File: src/rtl/c17_pkg.sv
// Shared types, GAT bit positions and the C17 boolean function.
package c17_pkg;

    typedef logic [4:0] c17_vec_t;
    typedef logic [1:0] c17_res_t;

    localparam logic TAG_A = 1'b0;
    localparam logic TAG_B = 1'b1;

    localparam int G1  = 0;
    localparam int G2  = 1;
    localparam int G3  = 2;
    localparam int G6  = 3;
    localparam int G7  = 4;
    localparam int G22 = 0;
    localparam int G23 = 1;

    function automatic c17_res_t c17_eval(input c17_vec_t v);
        logic     n8;
        c17_res_t r;
        n8     = v[G3] & v[G6];
        r[G22] = (v[G2] & ~n8) | (v[G1] & v[G3]);
        r[G23] = ~n8 & (v[G2] | v[G7]);
        return r;
    endfunction

endpackage

File: src/rtl/c17_core.sv
// Combinational C17 evaluation between the S1 and S2 registers.
module c17_core
    import c17_pkg::*;
(
    input  c17_vec_t vec,
    output c17_res_t res
);

    assign res = c17_eval(vec);

endmodule

File: src/rtl/c17_activity_sched.sv
// Two-requester round-robin scheduler feeding a 2-stage C17 pipeline.
// Define C17_ACT_CNT_EN to build the switching-activity counters.
module c17_activity_sched
    import c17_pkg::*;
#(
    parameter int CNT_W = 16
) (
    input  logic             clk,
    input  logic             rst_n,
    input  logic             a_valid,
    input  c17_vec_t         a_vec,
    output logic             a_ready,
    input  logic             b_valid,
    input  c17_vec_t         b_vec,
    output logic             b_ready,
    output logic             out_valid,
    input  logic             out_ready,
    output c17_res_t         out_res,
    output logic             out_tag,
    input  logic             clr_cnt,
    output logic [CNT_W-1:0] in_toggles,
    output logic [CNT_W-1:0] out_toggles
);

    logic     last;
    logic     s1_v;
    c17_vec_t s1_vec;
    logic     s1_tag;
    logic     s2_v;
    c17_res_t s2_res;
    logic     s2_tag;
    c17_res_t core_res;

    logic     s2_load;
    logic     s1_accept;
    logic     grant_a;
    logic     grant_b;
    logic     fire;
    logic     res_load;
    c17_vec_t sel_vec;
    logic     sel_tag;

    assign s2_load   = !s2_v || out_ready;
    assign s1_accept = !s1_v || s2_load;
    assign res_load  = s2_load && s1_v;

    // The requester that was not served last wins a conflict.
    assign grant_a = a_valid && (!b_valid || last == TAG_B);
    assign grant_b = b_valid && (!a_valid || last == TAG_A);
    assign a_ready = grant_a && s1_accept;
    assign b_ready = grant_b && s1_accept;
    assign fire    = a_ready || b_ready;
    assign sel_vec = grant_a ? a_vec : b_vec;
    assign sel_tag = grant_a ? TAG_A : TAG_B;

    c17_core u_core (
        .vec (s1_vec),
        .res (core_res)
    );

    always_ff @(posedge clk) begin
        if (!rst_n) begin
            last   <= TAG_B;
            s1_v   <= 1'b0;
            s1_vec <= '0;
            s1_tag <= TAG_A;
            s2_v   <= 1'b0;
            s2_res <= '0;
            s2_tag <= TAG_A;
        end else begin
            if (s1_accept) begin
                s1_v <= fire;
            end
            if (fire) begin
                s1_vec <= sel_vec;
                s1_tag <= sel_tag;
                last   <= sel_tag;
            end
            if (s2_load) begin
                s2_v <= s1_v;
            end
            if (res_load) begin
                s2_res <= core_res;
                s2_tag <= s1_tag;
            end
        end
    end

    assign out_valid = s2_v;
    assign out_res   = s2_res;
    assign out_tag   = s2_tag;

`ifdef C17_ACT_CNT_EN
    logic [CNT_W-1:0] in_cnt;
    logic [CNT_W-1:0] out_cnt;
    c17_vec_t         prev_vec;
    c17_res_t         prev_res;
    logic [2:0]       in_pop;
    logic [2:0]       out_pop;

    function automatic logic [CNT_W-1:0] sat_add(
        input logic [CNT_W-1:0] c,
        input logic [2:0]       d
    );
        logic [CNT_W:0] s;
        s = {1'b0, c} + (CNT_W+1)'(d);
        return s[CNT_W] ? '1 : s[CNT_W-1:0];
    endfunction

    assign in_pop  = 3'($countones(sel_vec ^ prev_vec));
    assign out_pop = 3'($countones(core_res ^ prev_res));

    // Clear beats a coincident increment; history registers survive it.
    always_ff @(posedge clk) begin
        if (!rst_n) begin
            in_cnt   <= '0;
            out_cnt  <= '0;
            prev_vec <= '0;
            prev_res <= '0;
        end else begin
            if (fire) begin
                prev_vec <= sel_vec;
            end
            if (res_load) begin
                prev_res <= core_res;
            end
            if (clr_cnt) begin
                in_cnt  <= '0;
                out_cnt <= '0;
            end else begin
                if (fire) begin
                    in_cnt <= sat_add(in_cnt, in_pop);
                end
                if (res_load) begin
                    out_cnt <= sat_add(out_cnt, out_pop);
                end
            end
        end
    end

    assign in_toggles  = in_cnt;
    assign out_toggles = out_cnt;
`else
    logic unused_clr;

    assign unused_clr  = clr_cnt;
    assign in_toggles  = '0;
    assign out_toggles = '0;
`endif

endmodule

File: config.mk
export PLATFORM = sky130hd
export DESIGN_NAME = c17_activity_sched
export DESIGN_NICKNAME = d
export VERILOG_FILES = /design/src/rtl/c17_pkg.sv /design/src/rtl/c17_core.sv /design/src/rtl/c17_activity_sched.sv
export SDC_FILE = /design/constraint.sdc
export NUM_CORES = 1
export LEC_CHECK = 0
export CAP_MARGIN = 5
export CORE_MARGIN = 2
export CORE_UTILIZATION = 34
export DETAILED_ROUTE_END_ITERATION = 12
export PLACE_DENSITY_LB_ADDON = 0.05
export SYNTH_ARGS = -nofsm -noshare
export SYNTH_HDL_FRONTEND = slang
export SYNTH_SLANG_ARGS = --single-unit
File: constraint.sdc
create_clock -name clk -period 1.7 [get_ports clk]
set_clock_uncertainty 0.05 [all_clocks]
set_input_delay 0.17 -clock clk [delete_from_list [all_inputs] [get_ports clk]]
set_output_delay 0.17 -clock clk [all_outputs]
set_load 0.01 [all_outputs]
# Word-level counts from Yosys, hierarchy flattened
# Index checks and enable logic that the tools add are counted.
[op_classes] n_mux=2 bitwise=8 reduce_logical=14
[op_table] op="1-bit logical AND" count=5
[op_table] op="1-bit logical OR" count=5
[op_table] op="5-bit two-way mux" count=1
[op_table] op="1-bit bitwise AND" count=4
[op_table] op="1-bit zero test" count=4
[op_table] op="1-bit inverter" count=2
[op_table] op="1-bit OR" count=2
[op_table] op="1-bit two-way mux" count=1
[totals] reg_bits=12 input_bits=16

# Logic depth before layout (Yosys ltp)
# Gate-level depths: netlist of run 1.
[depth] depth_word=5 depth_mapped=4 mapped_depth_nobuf=3

# Modules after synthesis
# Synthesis of run 1 repeated with hierarchy kept, for this count alone.
[unflattened] cells_unflattened=92 hier_area_um2=807.0
[modules_own_cells] mod="c17_activity_sched" instances=1 cells_each=89 area_each_um2=787.0 seq_area_each_um2=240.2
[modules_own_cells] mod="c17_core" instances=1 cells_each=3 area_each_um2=20.0 seq_area_each_um2=0.0

# Worst setup path before layout of run 1
# OpenSTA, ideal clock, no wires.
[synth_timing] path_kind="reg2reg" start="register s2_v, in the netlist out_valid" end="register s1_vec[0]" setup_ns=0.079 arrival_time_ns=1.054 required_time_ns=1.571 path_slack_ns=0.517 stages_incl_launch_ff=4 n_path_buf=0 period_less_slack_ns=1.183 path_cell_list="dfxtp_1 > and3b_4 > or3_4 > a22oi_1"
[synth_via] elab_chain_cells=5 elab_cells_between_ends=6 classes_between="reduce/logical (6)"
[synth_rtl] item="start: declaration" line_no="c17_activity_sched.sv:29" source="logic s2_v;"
[synth_rtl] item="start signal: assignment" line_no="c17_activity_sched.sv:80" source="s2_v <= s1_v;"
[synth_rtl] item="1-bit zero test (*)" line_no="c17_activity_sched.sv:43" source="assign s2_load = !s2_v || out_ready;"
[synth_rtl] item="1-bit logical OR (*)" line_no="c17_activity_sched.sv:43"
[synth_rtl] item="1-bit logical OR (*)" line_no="c17_activity_sched.sv:44" source="assign s1_accept = !s1_v || s2_load;"
[synth_rtl] item="1-bit logical AND (on tied branches)" line_no="c17_activity_sched.sv:50, c17_activity_sched.sv:51"
[synth_rtl] item="1-bit logical OR (*)" line_no="c17_activity_sched.sv:52" source="assign fire = a_ready || b_ready;"
[synth_rtl] item="end signal: assignment" line_no="c17_activity_sched.sv:75" source="s1_vec <= sel_vec;"
[synth_rtl] item="end: declaration" line_no="c17_activity_sched.sv:27" source="c17_vec_t s1_vec;"
# Every way passes the cells marked *; elsewhere a longest branch is shown, timed or not.
# A chain may end at the register's enable or synchronous reset.

# Worst setup path after layout of run 1
[layout_timing] start="input out_ready" end="output a_ready"
[layout_via] elab_chain_cells=3
[layout_rtl] item="start: declaration" line_no="c17_activity_sched.sv:17" source="input logic out_ready,"
[layout_rtl] item="1-bit logical OR" line_no="c17_activity_sched.sv:43"
[layout_rtl] item="1-bit logical OR" line_no="c17_activity_sched.sv:44"
[layout_rtl] item="1-bit logical AND" line_no="c17_activity_sched.sv:50" source="assign a_ready = grant_a && s1_accept;"
[layout_rtl] item="end: declaration" line_no="c17_activity_sched.sv:12" source="output logic a_ready,"
# No other way between the ends.

==> out/summary.txt, run 1 <==
Clock power frac -> 0.249
pin count of the biggest net entering global routing -> 8
Net count, final -> 139
complex-gate fraction of the synthesized area -> 0.222
CP Capture Type -> output pin
Ports -> 54
number of hold buffers added after CTS -> 0
Worst-path clk slew -> 0.07 ns
CTS max path bufs -> 2
Finish-stage setup viols -> 0
P_leak -> 0.436 nW
depth of the CTS H-tree -> 1
RSZ-0062 raised after global routing -> false
Max Fclk -> 0.655 GHz
xor and xnor fraction of the mapped netlist area -> 0
CP startpoint -> out_ready
share of cells above drive strength 1 -> 0.124
worst setup path end -> a_ready
Initial DRC Count -> 6
Syn Area/Cell -> 8.47 sq um
sw frac -> 0.284
outcome -> finished, final reports clean
CTS Buf Count -> 3
hold violation count in the final report -> 0
vias in the first global route -> 548
CP required -> 1.48 ns
Hold Crit Class -> flop to flop
Reg-to-Reg Start -> out_valid$_SDFFE_PN0P_
synthesized flop and latch total -> 12
cell count after synthesis -> 91
crit start category -> input port
power per cell area -> 692 nW/um^2
final hold slack -> 0.419 ns
placer congestion estimate -> 0.729
post-synth cell types -> 23
switching power -> 0.190 mW
sequential area share after synthesis -> 0.312
reg2reg setup slack -> 0.35 ns
Die X -> 51.6 um
Rows -> 17
critical path class -> input port to output pin
post-CTS setup buffers -> 0
clock root buffer -> clkbuf_4
Synthesis Warnings -> 0
Via density -> 4.23
initial core utilization -> 0.355
HPWL Detailed -> 1220 um
final WL -> 1450 um
Crit Path Max Fanout -> 3
Int Pwr -> 0.478 mW
multiplexer share of the synthesized area -> 0
adder-cell area share of the yosys netlist -> 0
simple-gate share of the synthesized area -> 0.128
worst vdd ir -> 0.285 mV
drt first pass iters -> 4
worst r2r path cells -> 4
fin. max-slew vios -> 0
die area -> 2660 sq um
GR Overflow Total -> 0
min Tclk post-route -> 1.53 ns
Total Routing Usage GR -> 0.122
Max Cap Violations -> 0
r2r endpoint -> s1_vec[1]$_SDFFE_PN0P_
CTS tree -> built
routed length per instance -> 9.70 um
worst-skew pair later-pin latency -> 0.26 ns
routed vias -> 631
first-pass GRT wire length -> 2350 um
part of the cycle the worst path needs -> 0.898
# diodes -> 0
core box area -> 2170 sq um
clock sink total -> 12
main combinational cell family by area after synthesis -> buffers and inverters
synthesized area -> 771 sq um
sequential share of power -> 0.485
Die H -> 51.6 um
filler cell count -> 236
input/output buffers -> 20
Comb power frac -> 0.266
initial antenna violation count -> 0
area growth from synthesis to layout -> 25.2%
antenna-violating nets left -> 0
Final Util -> 0.445
number of remaining DRC errors -> 0
data arrival time of the critical path -> 1.31 ns
==> Yosys cell counts <==
| cell | instances | area, sq um |
|---|---|---|
| buf_2 | 1 | 5.00 |
| a21boi_0 | 1 | 7.51 |
| nor3_1 | 1 | 5.00 |
| nor2b_1 | 2 | 12.5 |
| a21bo_2 | 1 | 10.0 |
| o21a_1 | 1 | 7.51 |
| and3b_4 | 1 | 12.5 |
| dfxtp_1 | 12 | 240 |
| nand3_1 | 2 | 10.0 |
| a21oi_1 | 5 | 25.0 |
| nand2b_1 | 1 | 6.26 |
| o32ai_1 | 5 | 43.8 |
| o2111ai_1 | 1 | 8.76 |
| o21ai_0 | 3 | 15.0 |
| conb_1 | 1 | 3.75 |
| nand3b_1 | 1 | 7.51 |
| nand2_1 | 7 | 26.3 |
| inv_1 | 3 | 11.3 |
| or3_4 | 1 | 11.3 |
| nor2_1 | 2 | 7.51 |
| a22oi_1 | 6 | 45.0 |
| a311oi_1 | 1 | 8.76 |
| buf_4 | 32 | 240 |
==> critical path, cell delays in order <==
cell and delay, ns:
clkdlybuf4s50_1 0.47, and3b_4 0.21, nor3_1 0.17, dlygate4sd2_1 0.29
==> registers in the layout, indices dropped and copies added (netlist names) <==
signal / cells
out_valid: 1
s1_v: 1
s1_tag: 1
out_res: 2
s1_vec: 5
out_tag: 1
last: 1
==> through the flow <==
| stage | cell area, sq um | TNS, ns | power, mW | setup WS [ns] | cells |
|---|---|---|---|---|---|
| finish | 965 | 0 | 0.668 | 0.174 | 149 |
| global route | 965 | 0 | 0.717 | 0.0925 | 149 |
| CTS | 965 | 0 | 0.678 | 0.159 | 149 |
| detailed placement | 945 | -0.203 | 0.510 | -0.110 | 146 |
| global placement | 945 | -0.207 | 0.509 | -0.109 | 146 |
| floorplan | 887 | 0 | 0.479 | 0.517 | 122 |
==> logic make-up after synthesis <==
kind of cell	after synthesis
buffers and inverters	36
DFF	12
other	1
AOI/OAI and AO/OA	24
and+or+nand+nor	18
==> layout by cell type, fill, tap and decap left out, types with 2 or more instances in the layout <==
cell,count
buf_4,9
nor2b_1,2
o21ai_0,3
nor2_1,2
dfxtp_1,12
a22oi_1,6
a21oi_1,5
clkdlybuf4s50_1,18
conb_1,32
nand2_1,7
inv_1,3
o32ai_1,5
nand3_1,2
clkbuf_4,3
dlygate4sd2_1,2
==> worst min-delay path by stage <==
stage                                      start                     end  slack [ns]  cells after the start
after floorplan                          b_valid       s1_v$_SDFFE_PN0P_        0.30                      2
after global placement    s1_vec[3]$_SDFFE_PN0P_  s1_vec[3]$_SDFFE_PN0P_        0.40                      2
after detailed placement  s1_vec[4]$_SDFFE_PN0P_  s1_vec[4]$_SDFFE_PN0P_        0.41                      2
after CTS                 s1_vec[4]$_SDFFE_PN0P_  s1_vec[4]$_SDFFE_PN0P_        0.42                      2
after global routing      s1_vec[3]$_SDFFE_PN0P_  s1_vec[3]$_SDFFE_PN0P_        0.44                      2
final                     s1_vec[3]$_SDFFE_PN0P_  s1_vec[3]$_SDFFE_PN0P_        0.42                      2
==> metal layers <==
metal | GRT usage | up-vias | share of wire
met5 | 0 | - | 0
met4 | 0.0658 | 0 | 0.0097
met3 | 0.0345 | 2 | 0.065
met2 | 0.188 | 30 | 0.47
met1 | 0.152 | 281 | 0.46
li1 | - | 318 | -
==> power by group through the flow <==
| stage | combinational [mW] | clock (mW) | sequential, mW |
|---|---|---|---|
| after global placement | 0.179 | 0 | 0.330 |
| after detailed placement | 0.180 | 0 | 0.331 |
| after floorplan | 0.148 | 0 | 0.331 |
| after global routing | 0.198 | 0.191 | 0.328 |
| final | 0.177 | 0.166 | 0.324 |
| after CTS | 0.178 | 0.176 | 0.324 |
==> what timing repair did <==
| action | 4_1_cts | 5_1_grt |
|---|---|---|
| hold endpoints to repair | 0 | 0 |
| gates resized for setup | 2 | 0 |
| setup endpoints to repair | 2 | 0 |
==> cell type report <==
class	count	area (sq um)	area share
repair buffers	29	265	0.275
multi-input cells	74	390	0.405
clock buffers	3	22.5	0.0233
flip-flops and latches	12	240	0.249
inverters	3	11.3	0.0117
well taps	28	35.0	0.0363
Power figures use the tool's default switching activity.
==> run 2: changes to the inputs <==
- CORE_UTILIZATION: 34 -> 31
- clock period: 1.7 -> 1.4 ns (I/O delays scaled with it)
==> run 2 against run 1 <==
Final cell count is 3.4% higher. Routed wire length is 9.8% higher. Sequential power is 21% higher. Setup slack worse by 0.11 ns. Clock-buffer cell count is 1 higher. Largest cell class unchanged. Highest routed layer is now met3. First-iteration DRC count is 83% higher. Non-clock buffer count is 2 higher. Sequential share of layout area is 0.66 points lower. Via count is 3.5% higher. Global-route usage is 0.17 points lower. Power is 33% higher. Critical path type is now flop to output pin.
==> out/summary.txt, run 2 (same netlist as run 1, synthesis figures left out) <==
Finish-stage setup viols -> 0 (unchanged)
CP startpoint -> out_res[0]$_SDFFE_PN0P_
Die H -> 53.9 um (+4.4%)
Final Util -> 0.411 (-0.0334)
Comb power frac -> 0.248 (-0.018)
Initial DRC Count -> 11 (+5)
clock root buffer -> clkbuf_4
power per cell area -> 895 nW/um^2 (+29%)
# diodes -> 0 (unchanged)
min Tclk post-route -> 1.33 ns
Reg-to-Reg Start -> s1_v$_SDFFE_PN0P_
reg2reg setup slack -> 0.08 ns (-0.27 ns)
HPWL Detailed -> 1280 um (+4.9%)
routed length per instance -> 10.3 um (+6.2%)
clock sink total -> 12 (unchanged)
critical path, cell by cell -> clkdlybuf4s50_1
CP Buf/Inv Count -> 1 (-1)
CP required -> 1.21 ns (-0.27 ns)
sequential share of power -> 0.441 (-0.044)
Worst-path clk slew -> 0.08 ns (about the same)
antenna-violating nets left -> 0 (unchanged)
Hold Crit Depth -> 4 (+2)
hold violation count in the final report -> 0 (unchanged)
initial core utilization -> 0.320 (-0.0354)
Total Routing Usage GR -> 0.120 (-0.00167)
worst setup path end -> out_res[0]
data arrival time of the critical path -> 1.14 ns (-0.17 ns)
Die X -> 53.9 um (+4.4%)
depth of the CTS H-tree -> 1 (unchanged)
initial antenna violation count -> 0 (unchanged)
CP delay by family, top -> buffers and inverters
CP Capture Type -> output pin
CTS max path bufs -> 2 (unchanged)
critical path class -> flop to output pin
first-pass GRT wire length -> 2520 um (+7.1%)
Via density -> 4.24 (+0.13%)
drt first pass iters -> 4 (unchanged)
Ports -> 54 (unchanged)
GR Overflow Total -> 0 (unchanged)
vias in the first global route -> 589 (+7.5%)
routed vias -> 653 (+3.5%)
outcome -> finished, final reports clean
pin count of the biggest net entering global routing -> 8 (unchanged)
Hold Crit Class -> input port to flop
most frequent cells in the layout -> conb_1, clkdlybuf4s50_1, dfxtp_1
Clock power frac -> 0.311 (+0.062)
crit start category -> flop
post-route cell area -> 991 sq um (+2.7%)
CTS Buf Count -> 3 (unchanged)
area growth from synthesis to layout -> 28.6%
core box area -> 2410 sq um (+11%)
sw frac -> 0.279 (-0.00508)
final WL -> 1590 um (+9.8%)
Area after DPL -> 962 sq um (+1.9%)
Int Pwr -> 0.639 mW (+34%)
Crit Path Max Fanout -> 2 (-1)
switching power -> 0.248 mW (+30%)
fin. max-slew vios -> 0 (unchanged)
number of remaining DRC errors -> 0 (unchanged)
Max Fclk -> 0.751 GHz
share of cells above drive strength 1 -> 0.169 (+0.0454)
worst-skew pair later-pin latency -> 0.27 ns (about the same)
RSZ-0062 raised after global routing -> false
Net count, final -> 141 (+1.4%)
Rows -> 18 (+1)
worst r2r path cells -> 4 (unchanged)
Slowest-stage cell, CP -> clkdlybuf4s50_1
input/output buffers -> 20 (unchanged)
number of hold buffers added after CTS -> 0 (unchanged)
Critical Path Stages -> 1 (-3)
CTS tree -> built
final hold slack -> 0.365 ns (-0.0543 ns)
Max Cap Violations -> 0 (unchanged)
worst stage delay on the critical path -> 0.53 ns (+0.06 ns)
r2r endpoint -> s1_vec[3]$_SDFFE_PN0P_
P_leak -> 0.472 nW (+8.2%)
part of the cycle the worst path needs -> 0.951
overall power -> 0.887 mW (+33%)
placer congestion estimate -> 0.712 (-2.3%)
Biggest register -> s1_vec
die area -> 2900 sq um (+8.9%)
worst vdd ir -> 0.805 mV (+180%)
commonest non-fill, non-tap cell in the layout -> conb_1
max reg flops -> 5 (unchanged)
-- run 2: routing by layer --
layer,vias up,global-route usage,share of wire
met5,-,0,0
met4,0,0.0256,0
met3,0,0.0417,0.063
met2,28,0.199,0.50
met1,301,0.149,0.43
li1,324,-,-
-- run 2: stage by stage --
stage               setup WS (ns)  setup TNS, ns  instances
CTS                        0.0544              0        154
global placement           -0.398          -2.14        150
finish                     0.0685              0        154
global route              0.00365              0        154
floorplan                   0.217              0        122
detailed placement         -0.395          -2.16        150
-- run 2: repair_timing --
action / in CTS / in global routing
setup endpoints to repair: 7 / 2
resized for setup: 10 / 2
buffers inserted: 0 / 0
-- run 2: worst min path at each step --
stage	start	end	slack, ns
after floorplan	b_valid	s1_v$_SDFFE_PN0P_	0.27
after global placement	s1_vec[3]$_SDFFE_PN0P_	s1_vec[3]$_SDFFE_PN0P_	0.41
final	out_ready	out_tag$_SDFFE_PN0P_	0.36
after detailed placement	s1_vec[0]$_SDFFE_PN0P_	s1_vec[0]$_SDFFE_PN0P_	0.41
after global routing	out_ready	out_res[1]$_SDFFE_PN0P_	0.38
after CTS	out_ready	out_tag$_SDFFE_PN0P_	0.37
-- run 2: power groups by stage --
stage / logic (mW) / registers (mW) / clock network, mW
after global routing: 0.247 / 0.396 / 0.303
after detailed placement: 0.226 / 0.399 / 0
after floorplan: 0.180 / 0.402 / 0
after CTS: 0.220 / 0.391 / 0.287
after global placement: 0.226 / 0.399 / 0
final: 0.220 / 0.391 / 0.276
-- run 2: final cells by class --
type,instances,area (sq um)
Fill cell,267,1420
Multi-Input combinational cell,74,393
Timing Repair Buffer,31,273
Sequential cell,12,240
Tap cell,30,37.5
Clock buffer,4,36.3
Inverter,3,11.3
